`config.mk`:
```
export PLATFORM = sky130hd
export DESIGN_NAME = nib_serial_addsub
export DESIGN_NICKNAME = d
export VERILOG_FILES = /design/src/rtl/nib_serial_addsub_pkg.sv /design/src/rtl/nib_serial_addsub_add4_cla.sv /design/src/rtl/nib_serial_addsub.sv
export SDC_FILE = /design/constraint.sdc
export NUM_CORES = 1
export LEC_CHECK = 0
export CAP_MARGIN = 20
export CORE_UTILIZATION = 30
export CTS_CLUSTER_DIAMETER = 200
export CTS_CLUSTER_SIZE = 20
export DETAILED_ROUTE_END_ITERATION = 6
export GPL_TIMING_DRIVEN = 1
export PLACE_DENSITY = 0.57
export SLEW_MARGIN = 15
export SYNTH_ARGS = -nofsm -noshare
export SYNTH_HDL_FRONTEND = slang
export SYNTH_HIERARCHICAL = 1
export SYNTH_SLANG_ARGS = --single-unit
```
`constraint.sdc`:
```
create_clock -name clk -period 7 [get_ports clk]
set_clock_uncertainty 0.2 [all_clocks]
set_input_delay 1.4 -clock clk [delete_from_list [all_inputs] [get_ports clk]]
set_output_delay 1.4 -clock clk [all_outputs]
set_load 0.02 [all_outputs]
```
`src/rtl/nib_serial_addsub_pkg.sv`:
```
// nib_serial_addsub_pkg: shared state type, nibble width and counter sizing helper
package nib_serial_addsub_pkg;
  typedef enum logic [1:0] {IDLE = 2'd0, RUN = 2'd1, DONE = 2'd2} state_t;
  localparam int NIB = 4;
  function automatic int cnt_w(input int width);
    return (width / NIB) <= 2 ? 1 : $clog2(width / NIB);
  endfunction
endpackage

```
`src/rtl/nib_serial_addsub_add4_cla.sv`:
```
// add4_cla: combinational 4-bit carry-lookahead slice; in a, b, c_in; out sum, c_out, group p/g
module add4_cla
  import nib_serial_addsub_pkg::*;
(
  input  logic [NIB-1:0] a,
  input  logic [NIB-1:0] b,
  input  logic           c_in,
  output logic [NIB-1:0] sum,
  output logic           c_out,
  output logic           grp_p,
  output logic           grp_g
);
  logic [NIB-1:0] p, g, c;
  assign p = a ^ b;
  assign g = a & b;
  assign c[0] = c_in;
  assign c[1] = g[0] | (p[0] & c_in);
  assign c[2] = g[1] | (p[1] & g[0]) | (p[1] & p[0] & c_in);
  assign c[3] = g[2] | (p[2] & g[1]) | (p[2] & p[1] & g[0]) | (p[2] & p[1] & p[0] & c_in);
  assign grp_p = &p;
  assign grp_g = g[3] | (p[3] & g[2]) | (p[3] & p[2] & g[1]) | (p[3] & p[2] & p[1] & g[0]);
  assign c_out = grp_g | (grp_p & c_in);
  assign sum = p ^ c;
endmodule

```
`src/rtl/nib_serial_addsub.sv`:
```
// nib_serial_addsub: nibble-serial add/sub; in clk rst_n in_valid a b sub out_ready; out in_ready out_valid sum c_out ovf zero
module nib_serial_addsub
  import nib_serial_addsub_pkg::*;
#(
  parameter int WIDTH = 16
) (
  input  logic             clk,
  input  logic             rst_n,
  input  logic             in_valid,
  output logic             in_ready,
  input  logic [WIDTH-1:0] a,
  input  logic [WIDTH-1:0] b,
  input  logic             sub,
  output logic             out_valid,
  input  logic             out_ready,
  output logic [WIDTH-1:0] sum,
  output logic             c_out,
  output logic             ovf,
  output logic             zero
);
  localparam int NN = WIDTH / NIB;
  localparam int CW = cnt_w(WIDTH);
  state_t         state;
  logic [WIDTH-1:0] a_r, b_r, sum_nx;
  logic [CW-1:0]  cnt;
  logic           carry, last;
  logic [NIB-1:0] s_sum;
  logic           s_cout, grp_p, grp_g, unused_pg;
  add4_cla u_cla (
    .a(a_r[cnt*NIB +: NIB]),
    .b(b_r[cnt*NIB +: NIB]),
    .c_in(carry),
    .sum(s_sum),
    .c_out(s_cout),
    .grp_p(grp_p),
    .grp_g(grp_g)
  );
  assign unused_pg = grp_p ^ grp_g;
  assign last = cnt == CW'(NN - 1);
  assign in_ready = state == IDLE;
  assign out_valid = state == DONE;
  always_comb begin
    sum_nx = sum;
    sum_nx[cnt*NIB +: NIB] = s_sum;
  end
  always_ff @(posedge clk)
    if (!rst_n) begin
      state <= IDLE;
      a_r <= '0;
      b_r <= '0;
      cnt <= '0;
      carry <= 1'b0;
      sum <= '0;
      c_out <= 1'b0;
      ovf <= 1'b0;
      zero <= 1'b0;
    end else if (state == IDLE) begin
      if (in_valid) begin
        a_r <= a;
        b_r <= b ^ {WIDTH{sub}};
        carry <= sub;
        cnt <= '0;
        state <= RUN;
      end
    end else if (state == RUN) begin
      sum <= sum_nx;
      carry <= s_cout;
      cnt <= last ? '0 : cnt + 1'b1;
      if (last) begin
        c_out <= s_cout;
        ovf <= (a_r[WIDTH-1] == b_r[WIDTH-1]) && (sum_nx[WIDTH-1] != a_r[WIDTH-1]);
        zero <= ~|sum_nx;
        state <= DONE;
      end
    end else if (out_ready) begin
      state <= IDLE;
    end
endmodule
```
Word level (Yosys, flattened, before mapping) --
Index checks and enable logic that the tools add are counted.
Storage, ports and cells: register bits after elaboration 56, output and inout bits 21
Cells by class: $add $sub $neg 2, equality and inequality tests 7, shifts and indexed selects 4, muxes and demuxes 13, bitwise logic cells 30, reductions and logical operators 12
Operator list (count):
- $neg 4->34 | 1
- $shift 4x34->16 const A | 1
- $shiftx 4x34->16 | 1
- $shiftx 16x5->4 | 2
- $mux 2 | 9
- $bwmux 16 | 1
- $reduce_or 16->1 | 1
- $xor 16x16->16 | 1
- $and 1x1->1 | 15
- $or 1x1->1 | 10
- $xor 4x4->4 | 2
- $reduce_and 2->1 | 3
- $reduce_and 3->1 | 2
- $and 4x4->4 | 1
- $eq 2x2->1 const B | 2
- $reduce_and 4->1 | 1
- $mux 1 | 3
- $ne 3x3->1 const B | 1
- $reduce_bool 3->1 | 1
- $add 2x1->2 const B | 1
- $eq 2x1->1 const B | 1
- $logic_not 2->1 | 1
- $ne 2x2->1 const B | 1
- $reduce_bool 2->1 | 1
- 5 further kinds | 5

Logic depth before layout (Yosys ltp) --
depth after elaboration 11, gate-level depth with buffers 10, gate-level depth less buffers 9

By module --
The synthesis kept the hierarchy.
By module, submodules not included:
- nib_serial_addsub | times used 1, cells an instance 305, area each 2798.9 um^2
- add4_cla | times used 1, cells an instance 22, area each 193.9 um^2

Worst setup path after synthesis --
Ideal clock, no wire load.
path kind reg-to-reg, from register cnt[0], to register zero, arrival time 2.931 ns, data required time 6.716 ns, setup slack 3.784 ns, stages on the path, launching flop included 11, path buffers 1, cell sequence dfxtp_1 > buf_2 > mux4_2 > ha_1 > a21o_1 > a21oi_1 > xnor2_1 > or4_1 > nand3_1 > nand4b_1 > o31ai_2
RTL lines:
- from (decl) | RTL line nib_serial_addsub.sv:25 | logic [CW-1:0] cnt;
- from (signal assigned) | RTL line nib_serial_addsub.sv:68 | cnt <= last ? '0 : cnt + 1'b1;
- $shiftx 16x5->4 (on tied branches) | RTL line nib_serial_addsub.sv:30, nib_serial_addsub.sv:31
- $xor 4x4->4 or $and 4x4->4 (tied branches) | RTL line nib_serial_addsub_add4_cla.sv:14, nib_serial_addsub_add4_cla.sv:15
- $and 1x1->1 | RTL line nib_serial_addsub_add4_cla.sv:18 | assign c[2] = g[1] | (p[1] & g[0]) | (p[1] & p[0] & c_in);
- $or 1x1->1 or $and 1x1->1 (tied branches) | RTL line nib_serial_addsub_add4_cla.sv:18
- $or 1x1->1 | RTL line nib_serial_addsub_add4_cla.sv:18
- $xor 4x4->4 (*) | RTL line nib_serial_addsub_add4_cla.sv:23 | assign sum = p ^ c;
- via s_sum[2] | RTL line nib_serial_addsub.sv:27 | logic [NIB-1:0] s_sum;
- $shiftx 4x34->16 (*) | RTL line nib_serial_addsub.sv:44 | sum_nx[cnt*NIB +: NIB] = s_sum;
- $bwmux 16 (*) | RTL line nib_serial_addsub.sv:44
- $reduce_or 16->1 (*) | RTL line nib_serial_addsub.sv:72 | zero <= ~|sum_nx;
- $logic_not 1->1 (*) | RTL line nib_serial_addsub.sv:72
- to (signal assigned) | RTL line nib_serial_addsub.sv:72
- to (decl) | RTL line nib_serial_addsub.sv:19 | output logic zero
Mark *: on every way through the listed nets, which the timed path passes. The rest lies on a longest branch. A chain may end at the register's enable or synchronous reset.

Worst setup path in the final report --
from register cnt[0], to register ovf
Between the ends: longest elaborated chain between the ends 11
RTL lines:
- $shiftx 16x5->4 (on tied branches) | RTL line nib_serial_addsub.sv:30, nib_serial_addsub.sv:31
- $xor 4x4->4 or $and 4x4->4 (tied branches) | RTL line nib_serial_addsub_add4_cla.sv:14, nib_serial_addsub_add4_cla.sv:15
- $and 1x1->1 | RTL line nib_serial_addsub_add4_cla.sv:19 | assign c[3] = g[2] | (p[2] & g[1]) | (p[2] & p[1] & g[0]) | (p[2] & p[1] & p[0] & c_in);
- $or 1x1->1 or $and 1x1->1 (tied branches) (2 in series) | RTL line nib_serial_addsub_add4_cla.sv:19
- $or 1x1->1 | RTL line nib_serial_addsub_add4_cla.sv:19
- $xor 4x4->4 (*) | RTL line nib_serial_addsub_add4_cla.sv:23
- via s_sum[3] | RTL line nib_serial_addsub.sv:27
- $shiftx 4x34->16 (*) | RTL line nib_serial_addsub.sv:44
- $bwmux 16 (*) | RTL line nib_serial_addsub.sv:44
- $ne 1x1->1 (*) | RTL line nib_serial_addsub.sv:71 | ovf <= (a_r[WIDTH-1] == b_r[WIDTH-1]) && (sum_nx[WIDTH-1] != a_r[WIDTH-1]);
- $logic_and 1x1->1 (*) | RTL line nib_serial_addsub.sv:71
- to (signal assigned) | RTL line nib_serial_addsub.sv:71
- to (decl) | RTL line nib_serial_addsub.sv:18 | output logic ovf,
Marked as above.

==> metrics.md <==
| Metric | Value |
|---|---|
| Outcome | finished clean |
| Post-route ant nets | 0 |
| Clock Latency Late Sink | 0.32 ns |
| Clk pwr share | 0.262 |
| # port buffers | 57 |
| Final Hold Vio Count | 0 |
| Max incr delay on CP | 0.92 ns |
| CP Launch Point | cnt[0]$_SDFFE_PN0P_ |
| DP Cell Count | 488 |
| # resized after CTS | 0 |
| Period utilisation layout | 0.5308 |
| Switching pwr | 0.0002098 W |
| Synthesized instance count | 324 |
| DRC violations left | 0 |
| RSZ-0062 raised after global routing | no |
| CTS max path bufs | 2 |
| Final Wtd Congestion | 0.8455 |
| CTS tree | built |
| Most common cell after layout, fill and taps aside | clkdlybuf4s50_1 |
| Final min period | 3.715 ns |
| Syn_area_per_cell | 9.160 sq um |
| Peak supply drop | 0.07606 mV |
| Filler cells | 975 |
| Vias per cell | 4.770 |
| DP Area | 0.003563 sq mm |
| Post-CTS setup buffers | 0 |
| DP Wirelength | 4943 um |
| Final wirelength | 6817 um |
| Row count | 35 |
| H-tree Lvls | 2 |
| # IOs | 58 |
| Synthesized area | 0.002968 sq mm |
| Clock slew at reported path FFs | 0.11 ns |
| First-pass GRT wire length | 11670 um |
| Critical path peak fanout | 19 |
| Worst EP arrival | 3.73 ns |
| Initial core utilization | 0.3152 |
| Initial antenna violation count | 0 |
| CORE AREA | 0.009415 sq mm |
| Via count | 2366 |
| Die width | 101.5 um |
| Startpoint types | flip-flop |
| Yosys synthesis warning count | 6 |
| Final Util | 0.3883 |
| Clock sinks | 56 |
| Largest net degree at the start of global routing | 54 |
| Post-layout nets | 414 |
| Num CTS Buffers | 5 |
| Syn Nets | 372 |
| TritonRoute pass-1 iters | 4 |
| Max-slew violations | 0 |
| Final setup TNS | 0 ns |
| Chip height | 101.5 um |
| Slowest CP cell | dfxtp_1 |
| GRT Overall Usage | 0.1433 |
| Static Leakage | 1.290 nW |
| Maxcap violations | 0 |
| Critical-path cell list | mux4_2 -> ha_1 -> a41oi_2 -> o21ai_2 -> xor2_1 -> and3b_1 -> a21oi_2 -> and3_1 -> o311a_1 |
| Final setup fails | 0 |
| Reg2reg start | cnt[0]$_SDFFE_PN0P_ |
| Ant. Diodes | 0 |
| Hold crit path type | flip-flop to flip-flop |
| Pint | 0.0004813 W |
| Grt total ovfl | 0 |
| Data required, critical path | 7.01 ns |
| Reg power frac | 0.512 |
| Slew at the pin closest to its max-slew limit | 0.9838 ns |
| Layout cells sized above 1 | 0.1172 |
| Crit end category | flip-flop |
| First DRT Iteration DRCs | 87 |
| Slew Limit Headroom | 0.3432 |
| Net Sw Frac | 0.3036 |
| Area Overhead vs Synth | 23.19% |
| Hold Slack | 0.2630 ns |
| Crit path kind | flip-flop to flip-flop |
| Fmax | 0.2691 GHz |
| CTS root buf | clkbuf_8 |
| Finished Cell Area | 0.003656 sq mm |
| Hold_buf cts | 0 |
| Total power per unit cell area | 189.0 mW/mm^2 |
| Most frequent cells in the layout | 57 x clkdlybuf4s50_1, 56 x dfxtp_1, 45 x nand2_1 |
| Logic pwr share | 0.226 |
| Vias in the first global route | 2321 |
| Die ar. | 0.01029 sq mm |
| Avg WL per Cell | 13.74 um |
| Hold Crit Start | a_r[10]$_SDFFE_PN0P_ |
| Final cell count without fillers | 496 |
## worst max-delay path: cells and delay by family, from the launching register on
family	cells	cell delay [ns]
AO/OA/AOI/OAI	4	0.72
flip-flops	1	0.92
XOR/XNOR	1	0.33
multiplexers	1	0.61
AND/OR/NAND/NOR	2	0.44
adder cells (fa/ha/maj)	1	0.38
## registers in the layout, summed over array words and instances (netlist names), 2 cells and up
name	flops
a_r	16
state	2
b_r	16
sum	16
cnt	2
## per-layer routing
layer / track usage / part of all wire
met5: 0 / 0
met4: 0.03679 / 0.013
met3: 0.02553 / 0.034
met2: 0.2355 / 0.46
met1: 0.1945 / 0.50
## per-stage QoR
| step | power [W] | setup slack [ns] |
|---|---|---|
| 6_report | 0.0006911 | 3.285 |
| 5_1_grt | 0.0007291 | 3.054 |
| 4_1_cts | 0.0006972 | 3.291 |
| 3_5_place_dp | 0.0005166 | 3.346 |
| 3_3_place_gp | 0.0005148 | 3.467 |
| 2_1_floorplan | 0.0004660 | 3.796 |
## area by class of cell
class / count / area [sq um] / share of cell area
clock buffer: 5 / 68.82 / 0.01882
clock inverter: 3 / 23.77 / 0.006502
inverter: 11 / 41.29 / 0.01129
multi-input combinational: 235 / 1669 / 0.4565
sequential: 56 / 1121 / 0.3066
tap: 129 / 161.4 / 0.04415
timing repair buffer: 57 / 570.5 / 0.1561
## power by group through the flow
stage / sequential [W] / clock (W) / combinational, W
floorplan: 0.000357 / 0 / 0.000109
global placement: 0.000361 / 0 / 0.000154
detailed placement: 0.000361 / 0 / 0.000156
CTS: 0.000354 / 0.000187 / 0.000157
global route: 0.000357 / 0.000201 / 0.000171
finish: 0.000353 / 0.000181 / 0.000156
## path summary, 6_finish.rpt
check	to	slack, ns	cells after the start
setup / recovery	ovf$_SDFFE_PN0P_	3.28	9
hold / removal	a_r[10]$_SDFFE_PN0P_	0.26	2
setup reg to reg	ovf$_SDFFE_PN0P_	3.28	9
hold reg to reg	a_r[10]$_SDFFE_PN0P_	0.26	2
No activity file was read; power rests on OpenSTA's default activity.
